### config.mk
export PLATFORM = sky130hd
export DESIGN_NAME = mux_pipe_n_flat
export DESIGN_NICKNAME = d
export VERILOG_FILES = /design/src/rtl/mux_pipe_n_pkg.sv /design/src/rtl/mux_pipe_n_if.sv /design/src/rtl/mux_pipe_n_level.sv /design/src/rtl/mux_pipe_n.sv /design/src/flat_wrapper.sv
export SDC_FILE = /design/constraint.sdc
export NUM_CORES = 1
export LEC_CHECK = 0
export BUFFER_PORTS_ARGS = -buffer_cell sky130_fd_sc_hd__clkbuf_2
export CORE_MARGIN = 2
export CORE_UTILIZATION = 48
export DETAILED_ROUTE_END_ITERATION = 8
export PLACE_DENSITY = 0.88
export RECOVER_POWER = 25
export SLEW_MARGIN = 30
export SYNTH_ARGS = -nofsm -noshare
export SYNTH_HDL_FRONTEND = slang
export SYNTH_HIERARCHICAL = 1
export SYNTH_SLANG_ARGS = --single-unit
### constraint.sdc
create_clock -name clk -period 1.21 [get_ports clk]
set_input_delay 0.363 -clock clk [delete_from_list [all_inputs] [get_ports clk]]
set_output_delay 0.363 -clock clk [all_outputs]
set_load 0.005 [all_outputs]
### src/rtl/mux_pipe_n_pkg.sv
// ---------------------------------------------------------------------------
// mux_pipe_pkg
// Shared helpers for the pipelined N:1 multiplexer tree.
//   clog2_min1(n)     : tree depth, never below 1 (so N=2 still gets a stage)
//   level_width(n, s) : number of partial results held after tree level s
//                       (level 0 is the raw channel count)
// Optional feature macro used by the users of this package: MUX_PIPE_N_ERR_EN
// ---------------------------------------------------------------------------
package mux_pipe_pkg;

   function automatic int clog2_min1(input int n);
      return (n <= 2) ? 1 : $clog2(n);
   endfunction

   // Each 2:1 level halves the element count, an odd leftover passes through.
   function automatic int level_width(input int n, input int s);
      int w;
      w = n;
      for (int i = 0; i < s; i++) w = (w + 1) / 2;
      return w;
   endfunction

endpackage

### src/rtl/mux_pipe_n_if.sv
// ---------------------------------------------------------------------------
// mux_pipe_n_if
// Handshake bundle for mux_pipe_n.
//   in_data  [N*WIDTH] : channel k at [k*WIDTH +: WIDTH]
//   in_sel   [LEVELS]  : channel index
//   in_valid / in_ready: upstream handshake
//   out_data [WIDTH]   : selected channel
//   out_valid/out_ready: downstream handshake
//   sel_err            : beat had in_sel >= N (only with MUX_PIPE_N_ERR_EN)
// Modports: slave = the mux, master = the agent driving/consuming it.
// ---------------------------------------------------------------------------
interface mux_pipe_n_if #(
   parameter int N      = 8,
   parameter int WIDTH  = 32,
   parameter int LEVELS = mux_pipe_pkg::clog2_min1(N)
);
   logic [N*WIDTH-1:0] in_data;
   logic [LEVELS-1:0]  in_sel;
   logic               in_valid;
   logic               in_ready;
   logic [WIDTH-1:0]   out_data;
   logic               out_valid;
   logic               out_ready;
`ifdef MUX_PIPE_N_ERR_EN
   logic               sel_err;
`endif

   modport slave (
      input  in_data, in_sel, in_valid, out_ready,
      output in_ready, out_data, out_valid
`ifdef MUX_PIPE_N_ERR_EN
      , output sel_err
`endif
   );

   modport master (
      output in_data, in_sel, in_valid, out_ready,
      input  in_ready, out_data, out_valid
`ifdef MUX_PIPE_N_ERR_EN
      , input sel_err
`endif
   );

endinterface

### src/rtl/mux_pipe_n_level.sv
// ---------------------------------------------------------------------------
// mux_pipe_level
// One 2:1 level of the select tree plus its pipeline register.
//   clk, reset_n : clock, async active-low reset
//   en           : global advance (low = hold everything)
//   vld_in       : valid of the beat arriving from the previous level
//   d_in         : IN_ELEMS partial results
//   sel_in       : remaining select bits; bit 0 is consumed here
//   vld_q, d_q   : registered valid and ceil(IN_ELEMS/2) results
//   sel_q        : registered select bits still needed downstream
//   err_in/err_q : out-of-range flag carried with the beat (MUX_PIPE_N_ERR_EN)
// ---------------------------------------------------------------------------
module mux_pipe_level
   import mux_pipe_pkg::*;
#(
   parameter int  IN_ELEMS  = 2,
   parameter int  WIDTH     = 32,
   parameter int  SEL_W     = 1,
   localparam int OUT_ELEMS = level_width(IN_ELEMS, 1),
   localparam int SQ_W      = (SEL_W > 1) ? SEL_W - 1 : 1
) (
   input  logic                            clk,
   input  logic                            reset_n,
   input  logic                            en,
   input  logic                            vld_in,
   input  logic [IN_ELEMS-1:0][WIDTH-1:0]  d_in,
   input  logic [SEL_W-1:0]                sel_in,
`ifdef MUX_PIPE_N_ERR_EN
   input  logic                            err_in,
   output logic                            err_q,
`endif
   output logic                            vld_q,
   output logic [OUT_ELEMS-1:0][WIDTH-1:0] d_q,
   output logic [SQ_W-1:0]                 sel_q
);

   logic [OUT_ELEMS-1:0][WIDTH-1:0] d_nxt;

   // Pair (2i, 2i+1); sel bit picks element 1. A trailing odd element has no
   // partner and is forwarded unchanged.
   for (genvar i = 0; i < OUT_ELEMS; i++) begin : g_pair
      if (2*i + 1 < IN_ELEMS) begin : g_mux
         assign d_nxt[i] = sel_in[0] ? d_in[2*i+1] : d_in[2*i];
      end else begin : g_pass
         assign d_nxt[i] = d_in[2*i];
      end
   end

   // Bubbles load zeros so no stale data lingers in an empty stage.
   always_ff @(posedge clk or negedge reset_n) begin
      if (!reset_n) begin
         vld_q <= 1'b0;
         d_q   <= '0;
      end else if (en) begin
         vld_q <= vld_in;
         d_q   <= vld_in ? d_nxt : '0;
      end
   end

   if (SEL_W > 1) begin : g_sel
      always_ff @(posedge clk or negedge reset_n) begin
         if (!reset_n)  sel_q <= '0;
         else if (en)   sel_q <= vld_in ? sel_in[SEL_W-1:1] : '0;
      end
   end else begin : g_sel_last
      // Last level: every select bit has been consumed.
      assign sel_q = '0;
   end

`ifdef MUX_PIPE_N_ERR_EN
   always_ff @(posedge clk or negedge reset_n) begin
      if (!reset_n)  err_q <= 1'b0;
      else if (en)   err_q <= vld_in & err_in;
   end
`endif

endmodule

### src/rtl/mux_pipe_n.sv
// ---------------------------------------------------------------------------
// mux_pipe_n
// Pipelined N:1 multiplexer: binary tree of 2:1 levels with a register after
// each level, LEVELS cycles latency, one beat per cycle throughput.
//   clk     : rising-edge clock
//   reset_n : async active-low reset, flushes every in-flight beat
//   bus     : mux_pipe_n_if.slave (in_data/in_sel/in_valid/in_ready,
//             out_data/out_valid/out_ready, sel_err when enabled)
// Flow control is a single global stall: the whole pipe holds while the
// output beat is not taken, so in_ready = !(out_valid && !out_ready).
// Select values >= N produce an all-zero beat that is still transferred.
// Optional macro MUX_PIPE_N_ERR_EN: adds bus.sel_err flagging those beats.
// ---------------------------------------------------------------------------
module mux_pipe_n
   import mux_pipe_pkg::*;
#(
   parameter int N      = 8,
   parameter int WIDTH  = 32,
   parameter int LEVELS = clog2_min1(N)
) (
   input  logic       clk,
   input  logic       reset_n,
   mux_pipe_n_if.slave bus
);

   localparam logic [LEVELS:0] N_VAL = (LEVELS+1)'(N);

   logic                    stall;
   logic                    en;
   logic                    sel_oor;
   logic [LEVELS:0]         vld_pipe;
   logic [N-1:0][WIDTH-1:0] d_masked;

   assign stall        = vld_pipe[LEVELS] && !bus.out_ready;
   assign en           = !stall;
   assign bus.in_ready = en;

   // Odd pass-through paths could otherwise route a real channel to the
   // output for an out-of-range select, so such beats enter as all zeros.
   assign sel_oor  = {1'b0, bus.in_sel} >= N_VAL;
   assign d_masked = sel_oor ? '0 : bus.in_data;

   assign vld_pipe[0] = bus.in_valid;

`ifdef MUX_PIPE_N_ERR_EN
   logic [LEVELS:0] err_pipe;
   assign err_pipe[0] = sel_oor;
`endif

   for (genvar s = 1; s <= LEVELS; s++) begin : g_lvl
      localparam int IE  = level_width(N, s - 1);
      localparam int OE  = level_width(N, s);
      localparam int SW  = LEVELS - s + 1;
      localparam int SQW = (SW > 1) ? SW - 1 : 1;

      logic [IE-1:0][WIDTH-1:0] d_in;
      logic [SW-1:0]            sel_in;
      logic [OE-1:0][WIDTH-1:0] d_q;
      logic [SQW-1:0]           sel_q;

      if (s == 1) begin : g_first
         assign d_in   = d_masked;
         assign sel_in = bus.in_sel;
      end else begin : g_chain
         assign d_in   = g_lvl[s-1].d_q;
         assign sel_in = g_lvl[s-1].sel_q;
      end

      mux_pipe_level #(
         .IN_ELEMS (IE),
         .WIDTH    (WIDTH),
         .SEL_W    (SW)
      ) u_level (
         .clk     (clk),
         .reset_n (reset_n),
         .en      (en),
         .vld_in  (vld_pipe[s-1]),
         .d_in    (d_in),
         .sel_in  (sel_in),
`ifdef MUX_PIPE_N_ERR_EN
         .err_in  (err_pipe[s-1]),
         .err_q   (err_pipe[s]),
`endif
         .vld_q   (vld_pipe[s]),
         .d_q     (d_q),
         .sel_q   (sel_q)
      );

      if (s == LEVELS) begin : g_out
         logic unused_sel;
         assign unused_sel   = ^sel_q;
         assign bus.out_data = d_q[0];
      end
   end

   assign bus.out_valid = vld_pipe[LEVELS];

`ifdef MUX_PIPE_N_ERR_EN
   assign bus.sel_err = err_pipe[LEVELS];
`endif

endmodule

### src/flat_wrapper.sv
// flat-port wrapper written by rule: the top's interface ports become plain ports
module mux_pipe_n_flat import mux_pipe_pkg::*;
#(
   parameter int N      = 8,
   parameter int WIDTH  = 32,
   parameter int LEVELS = clog2_min1(N)
)
  (clk, reset_n, bus_in_data, bus_in_sel, bus_in_valid, bus_out_ready, bus_in_ready, bus_out_data, bus_out_valid);
  mux_pipe_n_if #(.N(N), .WIDTH(WIDTH), .LEVELS(LEVELS)) bus_i ();
  input  logic clk;
  input  logic reset_n;
  input wire logic [$bits(bus_i.in_data)-1:0] bus_in_data;
  input wire logic [$bits(bus_i.in_sel)-1:0] bus_in_sel;
  input wire logic [$bits(bus_i.in_valid)-1:0] bus_in_valid;
  input wire logic [$bits(bus_i.out_ready)-1:0] bus_out_ready;
  output wire logic [$bits(bus_i.in_ready)-1:0] bus_in_ready;
  output wire logic [$bits(bus_i.out_data)-1:0] bus_out_data;
  output wire logic [$bits(bus_i.out_valid)-1:0] bus_out_valid;
  assign bus_i.in_data = bus_in_data;
  assign bus_i.in_sel = bus_in_sel;
  assign bus_i.in_valid = bus_in_valid;
  assign bus_i.out_ready = bus_out_ready;
  assign bus_in_ready = bus_i.in_ready;
  assign bus_out_data = bus_i.out_data;
  assign bus_out_valid = bus_i.out_valid;
  mux_pipe_n #(.N(N), .WIDTH(WIDTH), .LEVELS(LEVELS)) u_core (.clk(clk), .reset_n(reset_n), .bus(bus_i));
endmodule
==> impl_metrics.ini <==
[cells_and_area]
fill_cells = 983
diodes = 0
regArea_mm2 = 0.00576
multi_input_area_mm2 = 0.00623
area_growth_pct = 68.3
drive_gt1_frac = 0.543
fin_nets = 1696
fin_area_mm2 = 0.0189

[global_routing]
grt_pass1_wl_um = 67000
antenna_found_initial = 0
overflow = 0
grtUsageTotal = 0.366
grt_max_degree = 44
grt_pass1_vias = 11500

[timing]
setup_tns_ns = -67.07
rsz0062_at_grt = true
setup_viol_count_final = 267
period_share = 1.41
fmax_mhz = 588
hold_viol = 0
whs_ns = 0.119
max_slew_margin = 0.453
skew_ns = 0.0198
drv_slew = 0
period_needed_ns = 1.70
worstMarginPinSlew_ns = 0.821
setup_ws_ns = -0.492

[critical_path]
endpoint_kind = flop
crit_chain = buf_4 > buf_12 > buf_6 > mux2i_1 > o22ai_2
r2r_start = u_core/g_lvl[1].u_level/sel_q[0]
rr_endpoint = u_core/g_lvl[2].u_level/d_q[30]
cp_slowest_cell = dfrtp_4
cp_max_fo = 6
cpPeakStageDelay_ns = 0.53
reg2reg_slack_ns = -0.49
cp-start-kind = flop
critPathArrivalTime_ns = 2.10
reg2regPathDepth = 5
crit_required_ns = 1.61
worstSetupPathType = flop to flop

[power]
seqPwrFrac = 0.305
p_leak_nw = 8.48
p_switching_mw = 13.5
combPwrFrac = 0.476
p_clk_frac = 0.219
total_power_mw = 35.7
cell_internal_pwr_mw = 22.2
power_switching_share = 0.377
vdd_drop_max_mv = 1.29
p_per_area_mw_per_mm2 = 1890

[cts]
clockRootBuffer = clkbuf_16
clk_pin_slew_worst_paths_ns = 0.08
numCtsBuffers = 25
cts_tree = yes
clock_latency_ns = 0.54
cts_buffer_depth = 3
cts.htree.levels = 1
clock_sinks = 230

[outcome]
status = finished, violations left
violations = negative setup slack

[synthesis]
syn_nets = 1260
ys_warn_count = 6
syn_inst = 997
synthesis.area_per_instance_um2 = 11.3
netlist_area_mm2 = 0.0112

[min_path]
holdPathStages = 3
hp-start = bus_in_sel[2]
hold_class = primary input to flop
holdPathEnd = u_core/g_lvl[1].u_level/sel_q[1]

[flow_run]
maxCapViolCount = 0

[detailed_routing]
vias = 11000
first_pass_iters = 6
drc = 0
antenna_left = 0
vias_per_cell = 6.21
wire_per_inst_um = 28.8
wl_um = 50800
first_iter_violations = 984

[placement]
place_area_mm2 = 0.0132
portBuffers = 296
place_congestion = 0.816
dp_hpwl_um = 20600

[die]
die_h_um = 157
die_area_mm2 = 0.0246
start_util = 0.493
core-area_mm2 = 0.0228
pin_count = 297
core.rowCount = 55
die-width_um = 157
==> worst max-delay path by stage <==
| stage | startpoint | end | slack (ns) | depth (start not counted) |
|---|---|---|---|---|
| 6_report | u_core/g_lvl[1].u_level/sel_q[0] | u_core/g_lvl[2].u_level/d_q[30] | -0.49 | 5 |
| 5_1_grt | u_core/g_lvl[1].u_level/sel_q[0] | u_core/g_lvl[2].u_level/d_q[30] | -0.47 | 5 |
| 4_1_cts | u_core/g_lvl[3].u_level/vld_q | bus_out_valid | -0.36 | 2 |
| 3_5_place_dp | u_core/g_lvl[1].u_level/sel_q[0] | u_core/g_lvl[2].u_level/d_q[46] | -0.23 | 4 |
| 3_3_place_gp | u_core/g_lvl[1].u_level/sel_q[0] | u_core/g_lvl[2].u_level/d_q[46] | -0.20 | 4 |
| 2_1_floorplan | bus_out_ready | u_core/g_lvl[1].u_level/d_q[32] | -0.01 | 6 |
==> area by class of cell <==
cell class,count,area share
Sequential cell,230,0.305
Multi-Input combinational cell,464,0.330
Tap cell,313,0.0207
Clock buffer,35,0.0378
Inverter,230,0.0457
Timing Repair Buffer,482,0.256
Clock inverter,10,0.00490
==> repair_timing <==
action | CTS | global route
endpoints found under the setup margin | 250 | 264
buffers inserted | 62 | 23
hold endpoints to repair | 105 | 0
pin swaps | 175 | 107
cloned | 59 | 6
hold buffers | 1 | 0
resized for setup | 357 | 158
==> layout by cell type (no fill, tap or decap), types with 8 or more instances in the layout <==
cell	count
clkbuf_16	30
o22ai_2	131
o22ai_1	8
dfrtp_1	228
buf_8	8
inv_1	230
buf_6	28
buf_4	46
o22ai_4	85
buf_12	62
buf_16	44
clkbuf_2	285
mux2i_4	28
mux2i_1	190
==> stage by stage <==
stage,cells,util,setup WS (ns)
floorplan,997,-,-0.0143
global placement,1591,0.578,-0.199
detailed placement,1591,0.578,-0.231
CTS,1754,0.793,-0.358
global route,1764,0.829,-0.472
finish,1764,0.829,-0.492
==> metal layers <==
| metal | up-vias | track usage | share of wire |
|---|---|---|---|
| li1 | 4339 | - | - |
| met2 | 914 | 0.656 | 0.50 |
| met1 | 5351 | 0.397 | 0.32 |
| met5 | - | 0 | 0 |
| met3 | 346 | 0.0677 | 0.081 |
| met4 | 0 | 0.237 | 0.091 |
==> critical path: cells and delay by family (launching register included) <==
kind	cells	cell delay, ns
AOI/OAI and AO/OA	1	0.16
DFF	1	0.53
muxes	1	0.43
buffers and inverters	3	0.43
==> sequential cells by signal (all words and copies together) (netlist names) <==
signal / count
u_core/g_lvl.u_level/d_q: 224
u_core/g_lvl.u_level/vld_q: 3
u_core/g_lvl.u_level/sel_q: 3
==> power by group through the flow <==
stage                     Sequential [mW]  Combinational [mW]  Clock, mW
after detailed placement             10.4                7.01          0
after global placement               10.3                6.77          0
after floorplan                      10.1                4.69          0
after CTS                            10.4                14.3       7.55
after global routing                 11.0                17.3       8.12
final                                10.9                17.0       7.81
Power figures use the tool's default switching activity.
